### src/rtl/pipe_hazard_ctrl.sv
// Hazard, forwarding and stall controller for the 5-stage IF/ID/EXE/MEM/WB pipeline.
// Enables and flushes are decoded each cycle; forward selects, counters and the memory-freeze FSM are registered.
module pipe_hazard_ctrl #(
   parameter int REG_ADDR_W = 5,
   parameter int FWD_EN     = 1,
   parameter int MEM_LAT    = 0,
   parameter int CNT_W      = 16
) (
   input  logic                  clk,
   input  logic                  reset,
   input  logic [REG_ADDR_W-1:0] id_rs,
   input  logic [REG_ADDR_W-1:0] id_rt,
   input  logic                  id_use_rs,
   input  logic                  id_use_rt,
   input  logic [REG_ADDR_W-1:0] ex_wreg,
   input  logic [REG_ADDR_W-1:0] mem_wreg,
   input  logic [REG_ADDR_W-1:0] wb_wreg,
   input  logic                  ex_regwrite,
   input  logic                  mem_regwrite,
   input  logic                  wb_regwrite,
   input  logic                  ex_memread,
   input  logic                  mem_access,
   input  logic                  ex_branch_taken,
   output logic                  pc_write,
   output logic                  if_id_write,
   output logic                  id_ex_write,
   output logic                  ex_mem_write,
   output logic                  if_id_flush,
   output logic                  id_ex_flush,
   output logic                  mem_wb_bubble,
   output logic [1:0]            fwd_a,
   output logic [1:0]            fwd_b,
   output logic [CNT_W-1:0]      stall_cnt,
   output logic [CNT_W-1:0]      flush_cnt
);

   typedef enum logic [1:0] {
      MEM_IDLE,
      MEM_WAIT,
      MEM_RELEASE
   } mem_state_t;

   localparam logic [3:0] LAT_LOAD = 4'(MEM_LAT);
   localparam logic [1:0] SEL_REG  = 2'b00;
   localparam logic [1:0] SEL_MEM  = 2'b10;
   localparam logic [1:0] SEL_WB   = 2'b01;

   mem_state_t       mem_state_q, mem_state_d;
   logic [3:0]       lat_cnt_q, lat_cnt_d;
   logic [1:0]       fwd_a_q, fwd_a_d;
   logic [1:0]       fwd_b_q, fwd_b_d;
   logic [CNT_W-1:0] stall_cnt_q, stall_cnt_d;
   logic [CNT_W-1:0] flush_cnt_q, flush_cnt_d;

   logic ex_hit_rs, ex_hit_rt;
   logic mem_hit_rs, mem_hit_rt;
   logic wb_hit_rs, wb_hit_rt;
   logic stall_req;

   // Register 0 is hard-wired, so it can never be a real producer.
   function automatic logic src_hit(input logic [REG_ADDR_W-1:0] src,
                                    input logic                  use_src,
                                    input logic [REG_ADDR_W-1:0] dst,
                                    input logic                  regwrite);
      return use_src && regwrite && (dst != '0) && (dst == src);
   endfunction

   function automatic logic [1:0] fwd_sel(input logic ex_hit, input logic mem_hit);
      logic [1:0] sel;
      sel = SEL_REG;
      if (FWD_EN != 0) begin
         if (ex_hit) begin
            sel = SEL_MEM;
         end else if (mem_hit) begin
            sel = SEL_WB;
         end
      end
      return sel;
   endfunction

   always_comb begin
      ex_hit_rs  = src_hit(id_rs, id_use_rs, ex_wreg,  ex_regwrite);
      ex_hit_rt  = src_hit(id_rt, id_use_rt, ex_wreg,  ex_regwrite);
      mem_hit_rs = src_hit(id_rs, id_use_rs, mem_wreg, mem_regwrite);
      mem_hit_rt = src_hit(id_rt, id_use_rt, mem_wreg, mem_regwrite);
      wb_hit_rs  = src_hit(id_rs, id_use_rs, wb_wreg,  wb_regwrite);
      wb_hit_rt  = src_hit(id_rt, id_use_rt, wb_wreg,  wb_regwrite);
      if (FWD_EN != 0) begin
         stall_req = ex_memread && (ex_hit_rs || ex_hit_rt);
      end else begin
         stall_req = ex_hit_rs || ex_hit_rt || mem_hit_rs || mem_hit_rt || wb_hit_rs || wb_hit_rt;
      end
   end

   // Priority: memory freeze, then taken-branch flush (stalled instruction is wrong-path), then stall.
   always_comb begin
      pc_write      = 1'b1;
      if_id_write   = 1'b1;
      id_ex_write   = 1'b1;
      ex_mem_write  = 1'b1;
      if_id_flush   = 1'b0;
      id_ex_flush   = 1'b0;
      mem_wb_bubble = 1'b0;
      if (mem_state_q == MEM_WAIT) begin
         pc_write      = 1'b0;
         if_id_write   = 1'b0;
         id_ex_write   = 1'b0;
         ex_mem_write  = 1'b0;
         mem_wb_bubble = 1'b1;
      end else if (ex_branch_taken) begin
         if_id_flush = 1'b1;
         id_ex_flush = 1'b1;
      end else if (stall_req) begin
         pc_write    = 1'b0;
         if_id_write = 1'b0;
         id_ex_flush = 1'b1;
      end
   end

   always_comb begin
      fwd_a_d = fwd_a_q;
      fwd_b_d = fwd_b_q;
      if (id_ex_flush) begin
         fwd_a_d = SEL_REG;
         fwd_b_d = SEL_REG;
      end else if (id_ex_write) begin
         fwd_a_d = fwd_sel(ex_hit_rs, mem_hit_rs);
         fwd_b_d = fwd_sel(ex_hit_rt, mem_hit_rt);
      end

      stall_cnt_d = stall_cnt_q;
      if (!pc_write && (stall_cnt_q != '1)) begin
         stall_cnt_d = stall_cnt_q + CNT_W'(1);
      end
      flush_cnt_d = flush_cnt_q;
      if (if_id_flush && (flush_cnt_q != '1)) begin
         flush_cnt_d = flush_cnt_q + CNT_W'(1);
      end

      mem_state_d = mem_state_q;
      lat_cnt_d   = lat_cnt_q;
      case (mem_state_q)
         MEM_IDLE: begin
            if (mem_access && (LAT_LOAD != 4'd0)) begin
               mem_state_d = MEM_WAIT;
               lat_cnt_d   = LAT_LOAD;
            end
         end
         MEM_WAIT: begin
            if (lat_cnt_q <= 4'd1) begin
               mem_state_d = MEM_RELEASE;
            end else begin
               lat_cnt_d = lat_cnt_q - 4'd1;
            end
         end
         MEM_RELEASE: mem_state_d = MEM_IDLE;
         default:     mem_state_d = MEM_IDLE;
      endcase
   end

   always_ff @(posedge clk) begin
      if (reset) begin
         mem_state_q <= MEM_IDLE;
         lat_cnt_q   <= '0;
         fwd_a_q     <= SEL_REG;
         fwd_b_q     <= SEL_REG;
         stall_cnt_q <= '0;
         flush_cnt_q <= '0;
      end else begin
         mem_state_q <= mem_state_d;
         lat_cnt_q   <= lat_cnt_d;
         fwd_a_q     <= fwd_a_d;
         fwd_b_q     <= fwd_b_d;
         stall_cnt_q <= stall_cnt_d;
         flush_cnt_q <= flush_cnt_d;
      end
   end

   assign fwd_a     = fwd_a_q;
   assign fwd_b     = fwd_b_q;
   assign stall_cnt = stall_cnt_q;
   assign flush_cnt = flush_cnt_q;

endmodule

### config.mk
export PLATFORM = sky130hd
export DESIGN_NAME = pipe_hazard_ctrl
export DESIGN_NICKNAME = d
export VERILOG_FILES = /design/src/rtl/pipe_hazard_ctrl.sv
export SDC_FILE = /design/constraint.sdc
export NUM_CORES = 1
export LEC_CHECK = 0
export BUFFER_PORTS_ARGS = -buffer_cell sky130_fd_sc_hd__buf_2
export CAP_MARGIN = 20
export CORE_UTILIZATION = 47
export CTS_CLUSTER_SIZE = 25
export DETAILED_ROUTE_END_ITERATION = 6
export HOLD_SLACK_MARGIN = 0.12
export PLACE_DENSITY = 0.77
export SKIP_CTS_REPAIR_TIMING = 1
export SYNTH_ARGS = -nofsm -noshare
export SYNTH_HDL_FRONTEND = slang
export SYNTH_SLANG_ARGS = --single-unit
### constraint.sdc
create_clock -name clk -period 3.6 [get_ports clk]
set_input_delay 0.18 -clock clk [delete_from_list [all_inputs] [get_ports clk]]
set_output_delay 0.18 -clock clk [all_outputs]
set_load 0.1 [all_outputs]
# Word level (Yosys, flattened, before mapping)
# Cells that the tools add are included.
# word_totals
reg_bits	42
input_bits	35
# classes
bitwise_logic	2
n_lt_le_gt_ge	1
n_addsub	3
n_mux	16
n_reduce_logical	23
n_eq_ne	8
# ops
op	count
$add A16 B1 Y16 const B	2
$ne A16 B16 Y1 const B	2
$eq A5 B5 Y1	4
$logic_and A1 B1 Y1	15
$mux W1	12
$reduce_bool A5 Y1	2
$mux W2	3
$le A4 B1 Y1 const B	1
$pmux W2 S2	1
$reduce_and A2 Y1	2
$sub A4 B1 Y4 const B	1
$eq A2 B1 Y1 const B	1
$logic_not A2 Y1	1
$ne A2 B1 Y1 const B	1
$not A1 Y1	2
$reduce_or A2 Y1	1
$logic_not A1 Y1	1
$logic_or A1 B1 Y1	1

# Depth between registers and ports, before layout
# logic_depth
ltp_word	10
ltp_mapped	9
ltp_nobuf	7

# Worst setup path after synthesis
# OpenSTA, ideal clock, no wires.
# synth_timing
path_type	flip-flop to flip-flop
from	register stall_cnt_q[3] (netlist: stall_cnt[3])
to	register stall_cnt_q[1] (netlist: stall_cnt[1])
arrival_ps	2473
synth_period_minus_slack_ps	2601
path_buffers	2
setup_ps	128
path_slack_ps	999
required_time_ps	3472
stages_incl_launch_ff	9
cell_sequence	dfxtp_1 nand4_1 nor4_1 a21oi_2 o21ai_4 buf_6 buf_4 mux2i_1 nor2_1
# synth_between
elab_chain_cells	2
# synth_lines
item	line_no	rtl
start, declared	52	logic [CNT_W-1:0] stall_cnt_q, stall_cnt_d;
start signal, assigned	174	stall_cnt_q <= stall_cnt_d;
$ne A16 B16 Y1	132	if (!pc_write && (stall_cnt_q != '1)) begin
$logic_and A1 B1 Y1	132	
# Every way passes these cells.
# A chain may end at the register's enable or synchronous reset.

# Worst setup path after layout
# layout_timing
from	input port ex_wreg[4]
to	output port id_ex_flush
# layout_between
elab_chain_cells	8
# layout_lines
item	line_no	rtl
start, declared	15	input logic [REG_ADDR_W-1:0] ex_wreg,
$reduce_bool A5 Y1	65	return use_src && regwrite && (dst != '0) && (dst == src);
$logic_and A1 B1 Y1 (2 in a row)	65	
$logic_or A1 B1 Y1 *	n/a	
$logic_and A1 B1 Y1 *	89	stall_req = ex_memread && (ex_hit_rs || ex_hit_rt);
$mux W1 *	113	end else if (stall_req) begin
$mux W1 *	110	end else if (ex_branch_taken) begin
$mux W1 *	104	if (mem_state_q == MEM_WAIT) begin
end, declared	29	output logic id_ex_flush,
# Every way passes the cells marked *; elsewhere a longest branch is shown, timed or not.

==> results_dict.tcl <==
set metrics [dict create \
    status "complete, no violations" \
    postRouteAntennaNets 0 \
    avgSynthCellArea_um2 8.49 \
    async_flop_share 0 \
    ys_seq_area_frac 0.360 \
    synth_seq_cells 36 \
    setup_viol 0 \
    routabilityCongestion 0.855 \
    antenna_found_initial 0 \
    io_buffer_count 67 \
    period_share 0.593 \
    rsz0062_at_grt "false" \
    syn_inst 236 \
    die_w_um 67.3 \
    start_kind "primary input" \
    die_h_um 67.3 \
    tns_ns 0 \
    htreeDepth 2 \
    postPlaceCellArea_um2 2310 \
    criticalPathCategory "in2out" \
    cp_max_fo 8 \
    first_pass_iters 4 \
    clk_latency_ns 0.29 \
    numCtsBuffers 5 \
    area_growth_pct 20.2 \
    routed_via_density 5.42 \
    num-nets-final 334 \
    die_area_um2 4530 \
    routed_wl_um 4290 \
    drv_slew 0 \
    p_per_area_nw_per_um2 342 \
    required_ns 3.42 \
    yosysUniqueCellTypes 40 \
    grtUsageTotal 0.205 \
    arrival_ns 1.96 \
    grt_pass1_vias 1615 \
    finalHoldViolCount 0 \
    busiest_layer "met2" \
    gr-usage-met1 0.243 \
    dominantRegCellSynth "dfxtp_1" \
    setup_ws_ns 1.46 \
    post-route-min-period_ns 2.14 \
    rows 23 \
    wl_per_cell_um 12.4 \
    overflow 0 \
    finalPower_w 0.000824 \
    skew_ns 0.00440 \
    hpwlAfterDp_um 3140 \
    synth-edff-count 0 \
    grt_max_degree 37 \
    drive_gt1_frac 0.269 \
    path_clk_slew_ns 0.07 \
    crit_path_end_kind "primary output" \
    cts_root_buf "clkbuf_8" \
    tightest_slew_ns 0.655 \
    num_antenna_cells 0 \
    max_freq_mhz 468 \
    initial_core_util 0.494 \
    met2_usage 0.346 \
    synth_warnings 0 \
    grt_pass1_wl_um 6900 \
    num_vias 1882 \
    vdd_ir_drop_max_v 0.000198 \
    drc 0 \
    fin_area_um2 2410 \
    clockBufferDepth 2 \
    clock_sinks 36 \
    relSlewSlack 0.560 \
    detail_route.iter0.violations 89 \
    syn-cell-area_um2 2000 \
    hold_path_class "in2reg" \
    core-area_um2 4060 \
    leakage_nw 1.03 \
    final_util 0.593 \
    grtUsageMet3 0.0557 \
    ios 78 \
    pre_cts_ws_ns 1.45 \
    cts_tree "yes" \
    drv_cap 0 \
]
==> layout by cell type, fill, tap and decap left out, drive strengths merged, types with 4 or more instances in the layout <==
master  count
and3        6
nand2      10
buf        67
xnor2       7
nor2       29
nor3        4
xor2       30
or4         7
o21ai       8
o31ai       4
clkbuf      7
nand4       9
a21oi      11
nor4       11
nand3      14
dfxtp      36
==> per-layer routing <==
layer,part of all wire,vias to the layer above
met5,0,-
met4,0.013,0
met3,0.040,6
met1,0.46,872
met2,0.49,48
li1,-,956
==> kinds of logic after synthesis <==
kind of cell / after synthesis / share of synthesized area
AND/OR/NAND/NOR: 106 / 0.283
XOR/XNOR: 37 / 0.162
flip-flops: 36 / 0.360
AO/OA/AOI/OAI: 33 / 0.111
buffers and inverters: 17 / 0.0525
multiplexers: 3 / 0.0156
adder cells (fa/ha/maj): 2 / 0.0125
other: 2 / 0.00375
==> critical path: stages <==
cell and delay (ns):
buf_2 0.12, xor2_1 0.15, nor4_1 0.27, and3_1 0.39, nor2_1 0.10, nor3b_1 0.18, or2_2 0.14, buf_2 0.41
==> cell type report <==
class,count,area (um^2)
Multi-Input combinational cell,184,1180
Fill cell,384,1650
Sequential cell,36,721
Timing Repair Buffer,67,335
Tap cell,50,62.6
Inverter,3,11.3
Clock buffer,7,96.3
==> synth_stat cells, types with 4 or more instances <==
cell type	instances	share of area
nand3_1	14	0.035
nand4_1	9	0.028
or4_1	7	0.026
nor3_1	4	0.010
nor2_1	29	0.054
buf_4	7	0.026
clkbuf_1	4	0.0075
o31ai_1	4	0.015
o21ai_1	4	0.010
and3_1	6	0.019
xor2_1	30	0.13
nor4_1	10	0.031
dfxtp_1	36	0.36
a21oi_1	10	0.025
nand2_1	10	0.019
xnor2_1	7	0.031
==> report_power, final <==
group | internal (W) | switching [W] | total, W
Clock | 0.000170 | 0.000139 | 0.000309
Sequential | 0.000401 | 0.00000348 | 0.000404
Combinational | 0.0000314 | 0.0000791 | 0.000110
==> through the flow <==
step	hold slack, ns	std cells
finish	0.147	347
global route	0.151	347
CTS	0.136	347
detailed placement	0.447	340
global placement	0.450	340
floorplan	0.317	237
==> registers in the layout (all words and copies together), names as in the netlist <==
register and flops:
stall_cnt 16, flush_cnt 16, fwd_b 2, fwd_a 2
==> path summary, 6_finish.rpt <==
check                              startpoint             to  slack (ns)  depth (start not counted)
worst max-delay path               ex_wreg[4]    id_ex_flush        1.46                          8
worst min register to register  stall_cnt[13]  stall_cnt[13]        0.50                          2
worst min-delay path                id_use_rt       fwd_b[0]        0.15                          3
worst max register to register   stall_cnt[3]  stall_cnt[10]        1.60                          6
(Power assumes the default switching activity.)
